===== src/rtl/shift_frame_ctrl_pkg.sv =====
// Shared definitions for the neural-network front end: frame controller state encoding.
package shift_frame_ctrl_pkg;

  localparam logic [1:0] LOAD  = 2'd0;
  localparam logic [1:0] FULL  = 2'd1;
  localparam logic [1:0] CLEAR = 2'd2;

  localparam int FILL_W = 4;
  localparam int CNT_W  = 8;

  // Fill count that remains after a frame is consumed; a sliding window keeps all but the oldest tap.
  function automatic logic [FILL_W-1:0] fill_after_ack(input int depth, input int slide);
    fill_after_ack = (slide != 0) ? FILL_W'(depth - 1) : '0;
  endfunction

endpackage


===== src/rtl/shift_frame_ctrl.sv =====
// Sequences samples into an external tap shift register and flags when a full frame is available.
// Zero-latency shift enable; in_ready drops while the frame is full, clearing, or being flushed.
module shift_frame_ctrl
  import shift_frame_ctrl_pkg::*;
#(
  parameter int Width = 10,
  parameter int Depth = 10,
  parameter int Slide = 0
) (
  input  logic                    CLK,
  input  logic                    reset,
  input  logic                    in_valid,
  input  logic signed [Width-1:0] in_data,
  output logic                    in_ready,
  input  logic                    flush,
  input  logic                    frame_ack,
  output logic                    sr_enable,
  output logic signed [Width-1:0] sr_data,
  output logic                    sr_clear,
  output logic                    frame_valid,
  output logic [FILL_W-1:0]       fill_count,
  output logic [CNT_W-1:0]        frame_cnt
);

  localparam logic [FILL_W-1:0] DEPTH_F  = FILL_W'(Depth);
  localparam logic [FILL_W-1:0] DEPTH_M1 = FILL_W'(Depth - 1);
  localparam logic [FILL_W-1:0] ACK_FILL = fill_after_ack(Depth, Slide);

  logic [1:0]        state_q, state_d;
  logic [FILL_W-1:0] fill_q, fill_d;
  logic [CNT_W-1:0]  frame_cnt_q, frame_cnt_d;
  logic              accept;

  assign in_ready  = (state_q == LOAD) && !flush;
  assign accept    = in_valid && in_ready;
  // The tap register captures on the same edge the controller counts the sample.
  assign sr_enable = accept;
  assign sr_data   = in_data;

  always_comb begin
    state_d     = state_q;
    fill_d      = fill_q;
    frame_cnt_d = frame_cnt_q;
    if (flush) begin
      state_d = CLEAR;
      fill_d  = '0;
    end else begin
      case (state_q)
        LOAD: begin
          if (accept) begin
            if (fill_q == DEPTH_M1) begin
              state_d = FULL;
              fill_d  = DEPTH_F;
            end else begin
              fill_d = fill_q + 1'b1;
            end
          end
        end
        FULL: begin
          if (frame_ack) begin
            frame_cnt_d = frame_cnt_q + 1'b1;
            fill_d      = ACK_FILL;
            state_d     = (Slide != 0) ? LOAD : CLEAR;
          end
        end
        CLEAR: begin
          state_d = LOAD;
          fill_d  = '0;
        end
        default: begin
          state_d = CLEAR;
          fill_d  = '0;
        end
      endcase
    end
  end

  always_ff @(posedge CLK) begin
    if (reset) begin
      state_q     <= CLEAR;
      fill_q      <= '0;
      frame_cnt_q <= '0;
    end else begin
      state_q     <= state_d;
      fill_q      <= fill_d;
      frame_cnt_q <= frame_cnt_d;
    end
  end

  assign sr_clear    = (state_q == CLEAR);
  assign frame_valid = (state_q == FULL);
  assign fill_count  = fill_q;
  assign frame_cnt   = frame_cnt_q;

endmodule

===== config.mk =====
export PLATFORM = sky130hd
export DESIGN_NAME = shift_frame_ctrl
export DESIGN_NICKNAME = d
export VERILOG_FILES = /design/src/rtl/shift_frame_ctrl_pkg.sv /design/src/rtl/shift_frame_ctrl.sv
export SDC_FILE = /design/constraint.sdc
export NUM_CORES = 1
export LEC_CHECK = 0
export ABC_AREA = 1
export CAP_MARGIN = 20
export CORE_ASPECT_RATIO = 0.8
export CORE_MARGIN = 1
export CORE_UTILIZATION = 40
export DETAILED_ROUTE_END_ITERATION = 10
export DONT_BUFFER_PORTS = 1
export PLACE_DENSITY = 0.53
export SKIP_LAST_GASP = 1
export SLEW_MARGIN = 5
export SYNTH_ARGS = -nofsm -noshare
export SYNTH_HDL_FRONTEND = slang
export SYNTH_SLANG_ARGS = --single-unit

===== constraint.sdc =====
create_clock -name CLK -period 3 [get_ports CLK]
set_input_delay 0.6 -clock CLK [delete_from_list [all_inputs] [get_ports CLK]]
set_output_delay 0.6 -clock CLK [all_outputs]
set_load 0.005 [all_outputs]

# Yosys cells after proc, flatten, opt, wreduce, memory -nomap -nowiden
# Index checks and enable logic that the tools add are counted.
# totals
elab_cells,28
register_bits,14
rom_bits,0
output_inout_bits,26
latch_bits,0
memories,0
in_bits,15
ramBits,0
# classes
addsub,2
reduce_logical,8
div_mod_pow,0
eq_ne,6
shift,0
mux,8
n_lt_le_gt_ge,0
n_bitwise,1
multipliers,0
# ops
operator,count
$mux 4,3
$add 8x1->8 const B,1
$pmux 4 s2,1
$mux 2,3
$pmux 2 s3,1
$reduce_and 3->1,2
$add 4x1->4 const B,1
$eq 4x4->1 const B,1
$ne 2x2->1 const B,2
$eq 2x1->1 const B,1
$eq 2x2->1 const B,1
$logic_and 1x1->1,2
$logic_not 2->1,1
$ne 2x1->1 const B,1
$reduce_and 2->1,1
$reduce_or 2->1,1
$logic_not 1->1,1
$not 1->1,1

# Logic depth before layout (Yosys ltp)
# Gate-level depths: netlist of the first run.
# logic_depth
depth_word,5
ltp_mapped,7
ltp_nobuf,7

# Worst setup path before layout of the first run
# OpenSTA, ideal clock, no wires.
# synth_timing
path_type,input to output
start,input in_valid
end,output sr_enable
path_buffers,0
stages,2
required_time_ps,2400
path_slack_ps,1538
arrival_time_ps,862
path_cell_list,inv_1 nor3_4
# synth_via
elab_chain_len,1
# synth_rtl
item,line_no,text
"start, declared",shift_frame_ctrl.sv:12,"input logic in_valid,"
$logic_and 1x1->1,shift_frame_ctrl.sv:35,assign accept = in_valid && in_ready;
"end, declared",shift_frame_ctrl.sv:17,"output logic sr_enable,"
# No other way between the ends.

# Worst setup path in the final report of the first run
# layout_timing
start,register state_q[0]
end,output sr_enable
# layout_via
elab_chain_len,3
# layout_rtl
item,line_no,text
"start, declared",shift_frame_ctrl.sv:29,"logic [1:0] state_q, state_d;"
"start signal, assigned",shift_frame_ctrl.sv:84,state_q <= state_d;
$logic_not 2->1,shift_frame_ctrl.sv:34,assign in_ready = (state_q == LOAD) && !flush;
$logic_and 1x1->1,shift_frame_ctrl.sv:34,
$logic_and 1x1->1,shift_frame_ctrl.sv:35,
# No other way between the ends.

==> flow_summary.ini, run 1 <==
[setup_path]
end_kind = output pin
path_buf_inv = 1
crit_chain = nor2_2 -> inv_1 -> nor3_4
crit_required_ps = 2400
max_stage_delay_ps = 350
arrival_ps = 1090
critPathMaxFanout = 4
critPathLaunchType = register
cpLargestDelayFamily = flip-flops
cpMaxStageDelayCell = dfxtp_1
crit_type = register to output pin

[power_and_ir_drop]
ir_drop_mv = 0.2188
power_leakage_uw = 0.0003166
p_int_uw = 239.4
swShare_pct = 23.49
power_frac_clock_pct = 34.0
p_switching_uw = 73.52
p_seq_share_pct = 60.3
power_density_nw_per_um2 = 402.8
combPwrFrac_pct = 5.7

[placement]
numPlacedInstances = 126
place_hpwl_mm = 1.225
port-buffer-count = 0
place.gp.congestion = 0.7602

[cells_and_area]
drive_above_1_share_pct = 11.43
antennaDiodeCount = 0
regArea_um2 = 280.3
fillers = 204
fin_cells = 129
area_growth_pct = -2.817
final_nets = 125
multi_input_area_um2 = 376.6

[global_route]
grt_max_degree = 10
grt_pass1_wl_mm = 2.539
overflow = 0
grtUsageTotal_pct = 15.91
antenna_found_initial = 0
grt_pass1_vias = 618

[sta]
drv_slew = 0
fmax_ghz = 0.5916
rsz0062_at_grt = no
slew_headroom_pct = 81.78
clock_skew_ps = 0.9251
finalSetupViolCount = 0
min_period_ps = 1690
hold_violations = 0
worst_slew_pin_slew_ps = 272.3
min_period_over_period_pct = 56.35
finalSetupTns_ps = 0

[die]
io_pins = 41
num_rows = 14
coreArea_um2 = 1874
die_w_um = 51.99
initial_core_util_pct = 42.66
die_area_um2 = 2183
die_y_um = 41.99

[flow_run]
max-cap-violations = 0

[outcome]
outcome = complete, no violations

[clock_network]
cts.sinks = 14
clock_latency_ps = 280
clk_pin_slew_worst_paths_ps = 80
post_cts_buffers = 0
tritoncts = done
cts_resized = 0
holdBufCountCts = 0
cts_root_buffer = clkbuf_4
clk_path_buf_depth = 2
numCtsBuffers = 3
cts_htree_levels = 1

[yosys]
yosysTopAreaCell = dfxtp_1
synth.top_cells.by_count = nand2_1, inv_1, dfxtp_1, nor2_1, buf_4
yosysTopAreaCellShare_pct = 35.05
ys_warn_count = 0
ys_seq_elements = 14
synthTopCellsByArea = dfxtp_1, buf_4, nand2_1, inv_1, a21oi_1
synth_cells = 112
ys_types = 18
synth-async-reset-ratio_pct = 0
synth.most_common_cell = nand2_1
synthFlopType = dfxtp_1
avgSynthCellArea_um2 = 7.139
seq_area_frac_synth_pct = 35.05
syn_area_um2 = 799.5
syn_nets = 130
synth_edf_count = 0

[hold_path]
holdCritPathClass = primary input to register

[detailed_routing]
highest_layer = met4
vias = 659
route.met3.wl_um = 165
drt_iter0_drc = 6
drc_errors = 0
ant_nets = 0
met2RoutedLength_um = 637
wl_per_cell_um = 11.91
wirelength_mm = 1.536
wl_met1_um = 710
vias_per_cell = 5.109
drt_first_pass_iters = 4
## state kept, by name, indices dropped and copies added (netlist names)
register	cells
state_q	2
frame_cnt	8
fill_count	4
## power by group through the flow
stage | Clock (µW) | Sequential, µW | Combinational, µW
after floorplan | 0 | 193 | 25.5
after global placement | 0 | 193 | 17.4
after detailed placement | 0 | 193 | 18.0
after CTS | 110 | 189 | 18.0
after global routing | 116 | 189 | 20.2
final | 106 | 189 | 17.8
## area by class of cell
type | instances | area share (%)
multi-input combinational | 70 | 48.47
sequential | 14 | 36.07
inverter | 18 | 8.696
clock buffer | 3 | 2.899
tap | 24 | 3.865
## metrics by stage
step / setup WS [ps] / cell area (µm²) / hold WS, ps / utilization, % / power, µW
6_report: 1310 / 777.0 / 381.1 / 41.46 / 312.9
4_1_cts: 1298 / 777.0 / 377.3 / 41.46 / 317.0
2_1_floorplan: 1538 / 799.5 / 462.0 / - / 218.5
5_1_grt: 1225 / 777.0 / 369.3 / 41.46 / 325.7
3_5_place_dp: 1484 / 754.5 / 492.4 / 40.25 / 211.3
3_3_place_gp: 1505 / 754.5 / 490.3 / 40.25 / 210.6
## cells by family (layout without fill, tap and decap cells)
group,after synthesis,after routing,synth area share [%]
AO/OA/AOI/OAI,15,15,9.858
XOR/XNOR,3,3,3.287
adder cells (fa/ha/maj),3,3,4.695
buffers and inverters,28,21,17.84
flip-flops,14,14,35.05
AND/OR/NAND/NOR,49,49,29.26
## worst register-to-register path: cells and delay by family (launching register included)
kind                     cells  cell delay [ps]
AND/OR/NAND/NOR              4              290
buffers and inverters        1               70
flip-flops                   1              420
adder cells (fa/ha/maj)      1              190
AO/OA/AOI/OAI                1              130
## cells in the final DEF (no fill, tap or decap), drive strengths merged
cell type	synthesis	final
clkbuf	0	3
o21ai	6	6
nand3	6	6
inv	18	18
nand2	24	24
nor2	14	14
nand4	4	4
dfxtp	14	14
xnor2	2	2
nor3	1	1
ha	3	3
xor2	1	1
a21oi	9	9
## per-layer routing
layer	track usage, %	vias up
li1	-	335
met1	19.36	294
met2	23.08	26
met3	8.696	4
met4	6.486	0
met5	0	-
## final timing paths
kind	startpoint	to	slack (ps)	cells past startpoint
worst max register to register	fill_count[1]	fill_count[2]	1830	7
worst min register to register	frame_cnt[5]	frame_cnt[5]	500	2
worst max-delay path	state_q[0]	sr_enable	1310	3
worst min-delay path	reset	frame_cnt[4]	380	1
Note: power is estimated with default switching activity, not from simulation.
==> run 2, diff against run 1 <==
--- a/config.mk
+++ b/config.mk
@@ -12,7 +12,7 @@
 export CORE_UTILIZATION = 40
 export DETAILED_ROUTE_END_ITERATION = 10
 export DONT_BUFFER_PORTS = 1
-export PLACE_DENSITY = 0.53
+export PLACE_DENSITY = 0.55
 export SKIP_LAST_GASP = 1
 export SLEW_MARGIN = 5
 export SYNTH_ARGS = -nofsm -noshare
==> constraint.sdc (replaced) <==
create_clock -name CLK -period 1.5 [get_ports CLK]
set_input_delay 0.3 -clock CLK [delete_from_list [all_inputs] [get_ports CLK]]
set_output_delay 0.3 -clock CLK [all_outputs]
set_load 0.005 [all_outputs]
==> run 2 against run 1 <==
Register-to-register slack got worse by 1500 ps. Combinational power is 98% higher. Die area stayed put. Final area increased by 0.97%. Critical endpoint unchanged. Clock power is 110% higher. Critical path depth did not move. Global-route usage shrank 0.23 points. Largest cell class unchanged. Routed wire length shrank 1.1%. Critical path type unchanged. Sequential power up 100%. Total power is 100% higher. Clock skew up 5.3 ps.
==> flow_summary.ini, run 2 (synthesized netlist as in run 1, its figures left out) <==
[sta]
rsz0062_at_grt = no
hold_violations = 0
fmax_ghz = 0.7013
drv_slew = 0
slew_headroom_pct = 80.66
finalSetupViolCount = 0
worst_slew_pin_slew_ps = 289.0
min_period_over_period_pct = 95.07
min_period_ps = 1426
clock_skew_ps = 6.197
finalSetupTns_ps = 0

[setup_path]
crit_chain = nor2_2 -> inv_1 -> nor3_4
cpLargestDelayFamily = simple AND/OR/NAND/NOR gates
crit_type = register to output pin
cpMaxStageDelayCell = dfxtp_1
regToRegSetupSlack_ps = 340
end_kind = output pin
crit_end = sr_enable
crit_start = state_q[0]
cp.depth = 3
crit_required_ps = 1200
worst_r2r_path_depth = 5
arrival_ps = 1130
critPathMaxFanout = 4
path_buf_inv = 1
critPathLaunchType = register
rr_endpoint = frame_cnt[0]
max_stage_delay_ps = 360
rr_startpoint = state_q[0]

[clock_network]
clk_path_buf_depth = 2
cts_root_buffer = clkbuf_4
cts_htree_levels = 1
tritoncts = done
cts.sinks = 14
post_cts_buffers = 0
clock_latency_ps = 290
clk_pin_slew_worst_paths_ps = 90
holdBufCountCts = 0
numCtsBuffers = 3
cts_resized = 0

[power_and_ir_drop]
power_leakage_uw = 0.0003220
power_density_nw_per_um2 = 806.8
ir_drop_mv = 0.3226
p_total_uw = 632.9

[placement]
place_hpwl_mm = 1.181
numPlacedInstances = 127
place.gp.congestion = 0.7567
port-buffer-count = 0

[cells_and_area]
final_util_pct = 41.86
largest_register_ffs = 8
area_growth_pct = -1.878
fillers = 200
drive_above_1_share_pct = 12.26
final_nets = 126
antennaDiodeCount = 0
layout_commonest_cell = nand2_1
fin_cells = 130
final_cell_mix = nand2_1, inv_1, dfxtp_1

[die]
die_area_um2 = 2183
coreArea_um2 = 1874
initial_core_util_pct = 42.66
num_rows = 14
io_pins = 41
die_y_um = 41.99
die_w_um = 51.99

[detailed_routing]
wl_per_cell_um = 11.68
wl_met1_um = 721
met2RoutedLength_um = 626
route.met3.wl_um = 138
ant_nets = 0
drt_iter0_drc = 14
highest_layer = met4
wirelength_mm = 1.519
vias = 633
vias_per_cell = 4.869
drc_errors = 0
drt_first_pass_iters = 4

[outcome]
outcome = complete, no violations

[global_route]
grtUsageTotal_pct = 15.69
grt_max_degree = 10
grt_pass1_wl_mm = 2.470
antenna_found_initial = 0
grt_pass1_vias = 554
overflow = 0

[flow_run]
max-cap-violations = 0

[hold_path]
holdCritPathClass = primary input to register
-- run 2: cell types whose count changed in the layout (fill, tap and decap cells not counted) --
cell and change:
buf_4 +1
-- run 2: routing by layer --
metal  GRT usage [%]  vias to the layer above
met5               0                        -
met2           19.23                       22
met1           22.55                      269
met3           4.348                        8
met4           11.89                        0
li1                -                      334
-- run 2: through the flow --
| stage | area, µm² | hold WS (ps) | worst slack, ps |
|---|---|---|---|
| 6_report | 784.5 | 74.10 | 74.01 |
| 5_1_grt | 784.5 | 56.89 | 29.69 |
| 4_1_cts | 784.5 | 65.57 | 72.09 |
| 3_5_place_dp | 762.0 | 371.7 | 358.3 |
| 3_3_place_gp | 762.0 | 371.9 | 362.2 |
| 2_1_floorplan | 799.5 | 369.1 | 494.0 |
-- run 2: layout make-up --
| cell class | count | area [µm²] | share of cell area, % |
|---|---|---|---|
| sequential | 14 | 280.3 | 35.73 |
| multi-input combinational | 70 | 376.6 | 48.01 |
| timing repair buffer | 1 | 7.507 | 0.9569 |
| clock buffer | 3 | 22.52 | 2.871 |
| inverter | 18 | 67.56 | 8.612 |
| tap | 24 | 30.03 | 3.828 |
-- run 2: how the worst min path moves through the flow --
| stage | startpoint | endpoint | slack, ps | cells after the start |
|---|---|---|---|---|
| 3_3_place_gp | reset | frame_cnt[4] | 370 | 1 |
| 2_1_floorplan | reset | frame_cnt[4] | 370 | 1 |
| 5_1_grt | reset | frame_cnt[4] | 60 | 1 |
| 3_5_place_dp | reset | frame_cnt[4] | 370 | 1 |
| 6_report | reset | frame_cnt[4] | 70 | 1 |
| 4_1_cts | reset | frame_cnt[4] | 70 | 1 |
-- run 2: power by group --
group,internal [µW],switching (µW),total (µW)
clock network,93.4,127,220
logic,11.2,24.0,35.2
registers,374,3.55,378
total,479,154,633
==> patch: new RTL, flow settings as in run 2 <==
`FILL_W`: 4 -> 6.
--- a/src/rtl/shift_frame_ctrl_pkg.sv
+++ b/src/rtl/shift_frame_ctrl_pkg.sv
@@ -5,7 +5,7 @@
   localparam logic [1:0] FULL  = 2'd1;
   localparam logic [1:0] CLEAR = 2'd2;
 
-  localparam int FILL_W = 4;
+  localparam int FILL_W = 6;
   localparam int CNT_W  = 8;
 
   // Fill count that remains after a frame is consumed; a sliding window keeps all but the oldest tap.
Ports: changed (resized fill_count); port bits go from 41 to 43. No check against the original RTL was run, so the function may have changed too.
==> patch against run 2 <==
The run now ends with design-rule violations left; sequential cell count increased by 2; cell area grew 23%; highest routed layer unchanged; non-clock buffer count is 1 higher; power increased by 11%; synthesized cell count up 26%; worst setup slack improved by 0.00057 ns; die area is 19% higher; fmax hardly changed; core utilization grew 1.6 points; clock skew is 0.0053 ns lower; wire length is 24% higher; critical path type unchanged; synthesized area up 20%.
==> patch: results (changes against run 2) <==
metric	value	unit	change
Post-Route WL	1889	um	+24%
register area share after synthesis	0.3329		-0.01765
drt pass-1 iters	7		+3
Synth area leaders	dfxtp_1 (33%), nand2_1 (13%), inv_1 (8.6%)		
failing checks	design-rule violations		
layout cell share with drive strength beyond 1	0.1471		+0.02442
Inserted Diodes	0		unchanged
met3 Use GR	0.08807		+0.04459
total CTS buffers	3		unchanged
Mapped Cells	141		+26%
GRT met1 Usage	0.2112		-0.01427
flop2flop setup slack	0.23	ns	-0.11 ns
largest net degree at the start of global routing	10		unchanged
GR Util All Layers	0.1513		-0.005592
Cell Area, Placed	925.9	um2	+22%
first-pass GRT wire length	2918	um	+18%
min cycle time layout	1.425	ns	-0.0005702 ns
Via-to-Cell Ratio	4.863		-0.12%
Sw Share	0.2380		-0.005498
main flop type after synthesis	dfxtp_1		
status	finished, violations left		
DP Wirelength	1482	um	+26%
Worst Reg-to-Reg Cells	6		+1
Async S/R FF share, synth	0		unchanged
clock skew	0.0009161	ns	-0.005281 ns
IR drop worst, VDD	0.4664	mV	+45%
worst r2r dst	fill_count[2]		
endpoint class of the critical path	primary output		
hold slack	0.07142	ns	-0.002679 ns
Rel. slew slack	0.8129		+0.006264
Synth cell types	22		+4
Crit. Startpoint	state_q[0]		
Cells after DPL	157		+24%
vias in the first global route	639		+15%
Synth top cells by count	nand2_1 (34), inv_1 (22), dfxtp_1 (16)		
initial DRC count	25		+11
Worst Path Max Fanout	4		unchanged
CP max stage delay	0.36	ns	about the same
gpl congestion	0.7385		-2.4%
Place WS	0.2411	ns	-0.1172 ns
drt wl/cell	11.73	um	+0.41%
M2 GR Usage	0.1786		-0.01374
Largest register FFs	8		unchanged
FF-to-FF Start	fill_count[0]		
CP top delay family	simple AND/OR/NAND/NOR gates		
DRC viols	10		+10
LEAKAGE	0.4012	nW	+25%
Buffers on Ports	0		unchanged
ANT nets after route	0		unchanged
clk slew on worst S/H paths	0.09	ns	about the same
CP max-delay cell	dfxtp_2		
[patch: cell types whose count changed after synthesis, sizes merged, moves of 2 or more]
cell,change
inv,+6
o21ai,+4
nor2,+3
nand3,+2
dfxtp,+2
nand2,+14
nand4,-3
[patch: power groups by stage]
stage | logic (mW) | clock network, mW | registers [mW]
floorplan | 0.0597 | 0 | 0.442
global placement | 0.0456 | 0 | 0.443
detailed placement | 0.0457 | 0 | 0.443
CTS | 0.0459 | 0.234 | 0.433
global route | 0.0552 | 0.242 | 0.435
finish | 0.0490 | 0.222 | 0.434
[patch: layer usage]
layer / wire [um] / vias up
li1: - / 418
met1: 952 / 329
met2: 714 / 30
met3: 200 / 6
met4: 21 / 0
met5: 0 / -
[patch: timing repair]
action,in CTS,in global routing
endpoints found under the hold margin,0,0
endpoints found under the setup margin,0,1
buffers inserted,0,1
resized for setup,0,3
[patch: cell families (layout without fill, tap and decap cells)]
logic type,Yosys count,after routing,synth area share
AO/OA/AOI/OAI,21,21,0.1183
XOR/XNOR,1,1,0.009104
adder cells (fa/ha/maj),3,3,0.03902
buffers and inverters,34,29,0.1743
flip-flops,16,16,0.3329
AND/OR/NAND/NOR,66,66,0.3264
[patch: layout make-up]
type / instances / area (um2)
Clock buffer: 3 / 22.52
Fill cell: 220 / 1251
Sequential cell: 16 / 322.8
Timing Repair Buffer: 2 / 15.01
Inverter: 24 / 92.59
Multi-Input combinational cell: 91 / 479.2
Tap cell: 25 / 31.28
[patch: how the worst min path moves through the flow]
stage                     cells after the start            to  startpoint
after floorplan                               1  frame_cnt[7]       reset
after CTS                                     1  frame_cnt[7]       reset
after global placement                        1  frame_cnt[7]       reset
after detailed placement                      1  frame_cnt[7]       reset
after global routing                          1  frame_cnt[7]       reset
final                                         1  frame_cnt[7]       reset
